$ cat src/rtl/sync_debounce_bus.sv
// sync_debounce_bus: per-channel synchroniser followed by a stability filter for slow async inputs.
// Define SYNC_DEBOUNCE_EDGE_EN to build the registered rise/fall/changed strobes; otherwise they are tied low.
module sync_debounce_bus #(
  parameter int WIDTH         = 8,
  parameter int SYNC_STAGES   = 2,
  parameter int FILTER_CYCLES = 3,
  parameter int CNT_WIDTH     = 4
) (
  input  logic             clk,
  input  logic             reset,
  input  logic             sync_clear,
  input  logic [WIDTH-1:0] d_in,
  output logic [WIDTH-1:0] d_out,
  output logic [WIDTH-1:0] rise,
  output logic [WIDTH-1:0] fall,
  output logic             changed
);

  localparam logic [CNT_WIDTH-1:0] CNT_LAST = CNT_WIDTH'(FILTER_CYCLES - 1);

  logic [WIDTH-1:0] w_s;
  logic [WIDTH-1:0] w_done;
  logic [WIDTH-1:0] w_out;

  genvar gi;
  generate
    for (gi = 0; gi < WIDTH; gi++) begin : g_ch
      logic [SYNC_STAGES-1:0] r_sync;
      logic [CNT_WIDTH-1:0]   r_cnt;
      logic                   r_out;

      always_ff @(posedge clk or posedge reset) begin
        if (reset) r_sync <= '0;
        else       r_sync <= {r_sync[SYNC_STAGES-2:0], d_in[gi]};
      end

      assign w_s[gi]    = r_sync[SYNC_STAGES-1];
      // Qualification completes on the FILTER_CYCLES-th consecutive disagreeing sample.
      assign w_done[gi] = (w_s[gi] != r_out) && (r_cnt == CNT_LAST);

      always_ff @(posedge clk or posedge reset) begin
        if (reset) begin
          r_cnt <= '0;
          r_out <= 1'b0;
        end else if (sync_clear) begin
          r_cnt <= '0;
          r_out <= 1'b0;
        end else if (w_s[gi] == r_out) begin
          r_cnt <= '0;
        end else if (w_done[gi]) begin
          r_out <= w_s[gi];
          r_cnt <= '0;
        end else begin
          r_cnt <= r_cnt + 1'b1;
        end
      end

      assign w_out[gi] = r_out;
    end
  endgenerate

  assign d_out = w_out;

`ifdef SYNC_DEBOUNCE_EDGE_EN
  logic [WIDTH-1:0] w_rise_next;
  logic [WIDTH-1:0] w_fall_next;
  logic [WIDTH-1:0] r_rise;
  logic [WIDTH-1:0] r_fall;
  logic             r_changed;

  assign w_rise_next = w_done & w_s;
  assign w_fall_next = w_done & ~w_s;

  // Strobes register on the same edge as d_out so they line up with the new level.
  always_ff @(posedge clk or posedge reset) begin
    if (reset) begin
      r_rise    <= '0;
      r_fall    <= '0;
      r_changed <= 1'b0;
    end else if (sync_clear) begin
      r_rise    <= '0;
      r_fall    <= '0;
      r_changed <= 1'b0;
    end else begin
      r_rise    <= w_rise_next;
      r_fall    <= w_fall_next;
      r_changed <= |(w_rise_next | w_fall_next);
    end
  end

  assign rise    = r_rise;
  assign fall    = r_fall;
  assign changed = r_changed;
`else
  assign rise    = '0;
  assign fall    = '0;
  assign changed = 1'b0;
`endif

endmodule

$ cat config.mk
export PLATFORM = sky130hd
export DESIGN_NAME = sync_debounce_bus
export DESIGN_NICKNAME = d
export VERILOG_FILES = /design/src/rtl/sync_debounce_bus.sv
export SDC_FILE = /design/constraint.sdc
export NUM_CORES = 1
export LEC_CHECK = 0
export CORE_UTILIZATION = 45
export CTS_CLUSTER_DIAMETER = 30
export CTS_CLUSTER_SIZE = 24
export DETAILED_ROUTE_END_ITERATION = 10
export PLACE_DENSITY = 0.64
export SLEW_MARGIN = 20
export SYNTH_ARGS = -nofsm -noshare
export SYNTH_HDL_FRONTEND = slang
export SYNTH_SLANG_ARGS = --single-unit
$ cat constraint.sdc
create_clock -name clk -period 1.8 [get_ports clk]
set_input_delay 0.18 -clock clk [delete_from_list [all_inputs] [get_ports clk]]
set_output_delay 0.18 -clock clk [all_outputs]
set_load 0.01 [all_outputs]
==> results.py <==
metrics = {
    "run": {
        "maxCapViolations": 0,
    },
    "layout": {
        "antenna_cells": 0,
        "fin_util": 0.520,
        "layout-drive-gt1-share": 0.0628,
        "multiInputGateArea_um2": 865,
        "seq_area_mm2": 0.00140,
        "synthToLayoutAreaGrowth_pct": 10.4,
        "nets": 250,
        "fillers": 471,
    },
    "routing": {
        "avgViaCountPerCell": 4.36,
        "drc_errors": 0,
        "drt_iter0_drc": 36,
        "firstDrtPassIters": 4,
        "vias": 1277,
        "drt-total-wl_um": 2910,
        "wl_per_cell_um": 9.91,
        "antenna_left": 0,
    },
    "synth": {
        "synth_most_common_cell": "dfrtp_1",
        "synth_warnings": 0,
        "synth-seq-cells": 56,
        "synth_flop_cell": "dfrtp_1",
        "synth_edf_count": 0,
        "syn-cell-area_mm2": 0.00244,
        "synth_top_cell_area_share": 0.575,
        "synthTopCellsByArea": "dfrtp_1, ha_1, buf_4",
        "synth_cell_types": 14,
        "async_flop_share": 1.00,
        "synth_area_per_cell_um2": 12.0,
        "synthesis.instances": 204,
        "synth_common_cells": "dfrtp_1, nor2_1, buf_4, ha_1, xnor2_1",
        "ys_seq_area_frac": 0.575,
        "synth_top_cell_by_area": "dfrtp_1",
    },
    "clocking": {
        "numCtsBuffers": 5,
        "clk_latency_ns": 0.30,
        "root_buffer": "clkbuf_8",
        "clock_path_buffers": 2,
        "cts_setup_buffers": 0,
        "cts_sinks": 56,
        "cts_resized": 0,
        "cts_tree": "built",
        "h-tree-depth": 2,
        "ctsHoldBuffers": 0,
        "clk_pin_slew_worst_paths_ns": 0.08,
    },
    "floorplan": {
        "die_h_um": 75.6,
        "design.die.area_mm2": 0.00572,
        "coreArea_mm2": 0.00517,
        "pin_count": 36,
        "start_util": 0.471,
        "fp-row-count": 26,
        "die_x_um": 75.6,
    },
    "worst_setup_path": {
        "cpMaxStageDelayCell": "clkdlybuf4s50_1",
        "crit_family": "buffers and inverters",
        "worstPathCellList": "clkdlybuf4s50_1",
        "ff2ff_setup_slack_ns": 0.40,
        "cp-start-kind": "flip-flop",
        "rr_startpoint": "g_ch[3].r_cnt[0]$_DFF_PP0_",
        "required_ns": 1.62,
        "crit_path_max_incr_delay_ns": 0.56,
        "path_buf_inv": 1,
        "crit_fanout": 3,
        "r2r-end": "g_ch[3].r_cnt[3]$_DFF_PP0_",
        "cp-endpoint": "d_out[2]",
        "setup.worst_path.start": "g_ch[2].r_out$_DFFE_PP0P_",
        "r2r_cells": 5,
        "crit_path_end_kind": "output pin",
        "worstPathArrival_ns": 1.26,
        "path_class": "flip-flop to output pin",
        "path_depth": 1,
    },
    "timing": {
        "holdWs_ns": 0.0980,
        "timing.fmax_mhz": 697,
        "finalSetupViolCount": 0,
        "fin_setup_tns_ns": 0,
        "fin_skew_ns": 0.00872,
        "slew_viol_final": 0,
        "finalCritPeriodShare": 0.798,
        "layout_setup_ws_ns": 0.364,
        "hold_viol_final": 0,
        "min_period_ns": 1.44,
        "rsz0062_at_grt": "no",
    },
    "power": {
        "leakagePower_nw": 1.25,
        "power.density_mw_per_mm2": 794,
        "vdd_ir_drop_max_v": 0.000476,
    },
    "global_route": {
        "grt_pass1_vias": 1237,
        "track_usage": 0.122,
        "grt_pass1_wl_um": 5110,
        "grt_max_degree": 37,
        "grt_overflow_total": 0,
        "antenna_found_initial": 0,
    },
    "run_status": {
        "status": "complete, no violations",
    },
    "place": {
        "dp_slack_ns": 0.381,
        "port_buffers": 18,
        "gp_congestion": 0.708,
        "hpwl_um": 2200,
    },
    "hold_path": {
        "hp-class": "primary input to asynchronous set/reset pin",
    },
}
where the power goes:
part | switching (mW) | internal (mW) | leakage [nW]
Combinational | 0.0938 | 0.0818 | 0.473
Sequential | 0.0350 | 1.30 | 0.736
Clock | 0.359 | 0.264 | 0.0400
Total | 0.488 | 1.65 | 1.25
metal layers:
metal / vias up / part of all wire / wire (µm) / GRT usage
li1: 645 / - / - / -
met1: 611 / 0.47 / 1370 / 0.145
met2: 19 / 0.50 / 1440 / 0.209
met3: 2 / 0.030 / 86 / 0.0437
met4: 0 / 0.0045 / 13 / 0.0370
met5: - / 0 / 0 / 0
worst min-delay path by stage:
stage | to | slack [ns] | cells after the start
floorplan | g_ch[0].r_sync[0]$_DFF_PP0_ | 0.21 | 0
global route | g_ch[0].r_sync[0]$_DFF_PP0_ | 0.11 | 2
finish | g_ch[0].r_sync[0]$_DFF_PP0_ | 0.1 | 2
detailed placement | g_ch[4].r_sync[1]$_DFF_PP0_ | 0.34 | 0
global placement | g_ch[0].r_sync[1]$_DFF_PP0_ | 0.33 | 0
CTS | g_ch[0].r_sync[0]$_DFF_PP0_ | 0.09 | 2
cells by family after synthesis:
group                    synth area share
multiplexers                       0.0328
AND/OR/NAND/NOR                     0.127
buffers and inverters              0.0954
flip-flops                          0.575
XOR/XNOR                           0.0862
other                             0.00154
adder cells (fa/ha/maj)            0.0821
registers in the layout, summed over array words and instances (netlist names):
signal / count
g_ch.r_out: 8
g_ch.r_sync: 16
g_ch.r_cnt: 32
cell type report:
class	count	share of cell area
sequential	56	0.521
multi-input combinational	129	0.321
timing repair buffer	22	0.0828
tap	70	0.0325
clock buffer	5	0.0256
inverter	9	0.0126
clock inverter	2	0.00465
metrics by stage:
stage                     cells  total power, mW  instance area, µm²
after global placement      286             1.54                2610
after CTS                   293             2.18                2690
final                       293             2.14                2690
after global routing        293             2.27                2690
after floorplan             220             1.51                2500
after detailed placement    286             1.55                2610
cells in the final DEF, fill, tap and decap left out:
cell type        netlist  final
buf_12                 0      1
conb_1                 1     17
clkdlybuf4s50_1        0     18
xor2_1                 8      8
or3_4                  2      2
clkbuf_8               0      5
nand3_1                8      8
nor3b_1                8      8
xnor2_1               16     16
ha_1                  16     16
clkinvlp_4             0      1
inv_1                  9      8
dfrtp_1               56     56
buf_4                 25      3
mux2i_1                8      8
nor2_1                40     40
or3_1                  6      6
clkinv_2               0      1
inv_2                  0      1
No activity file was read; power rests on OpenSTA's default activity.
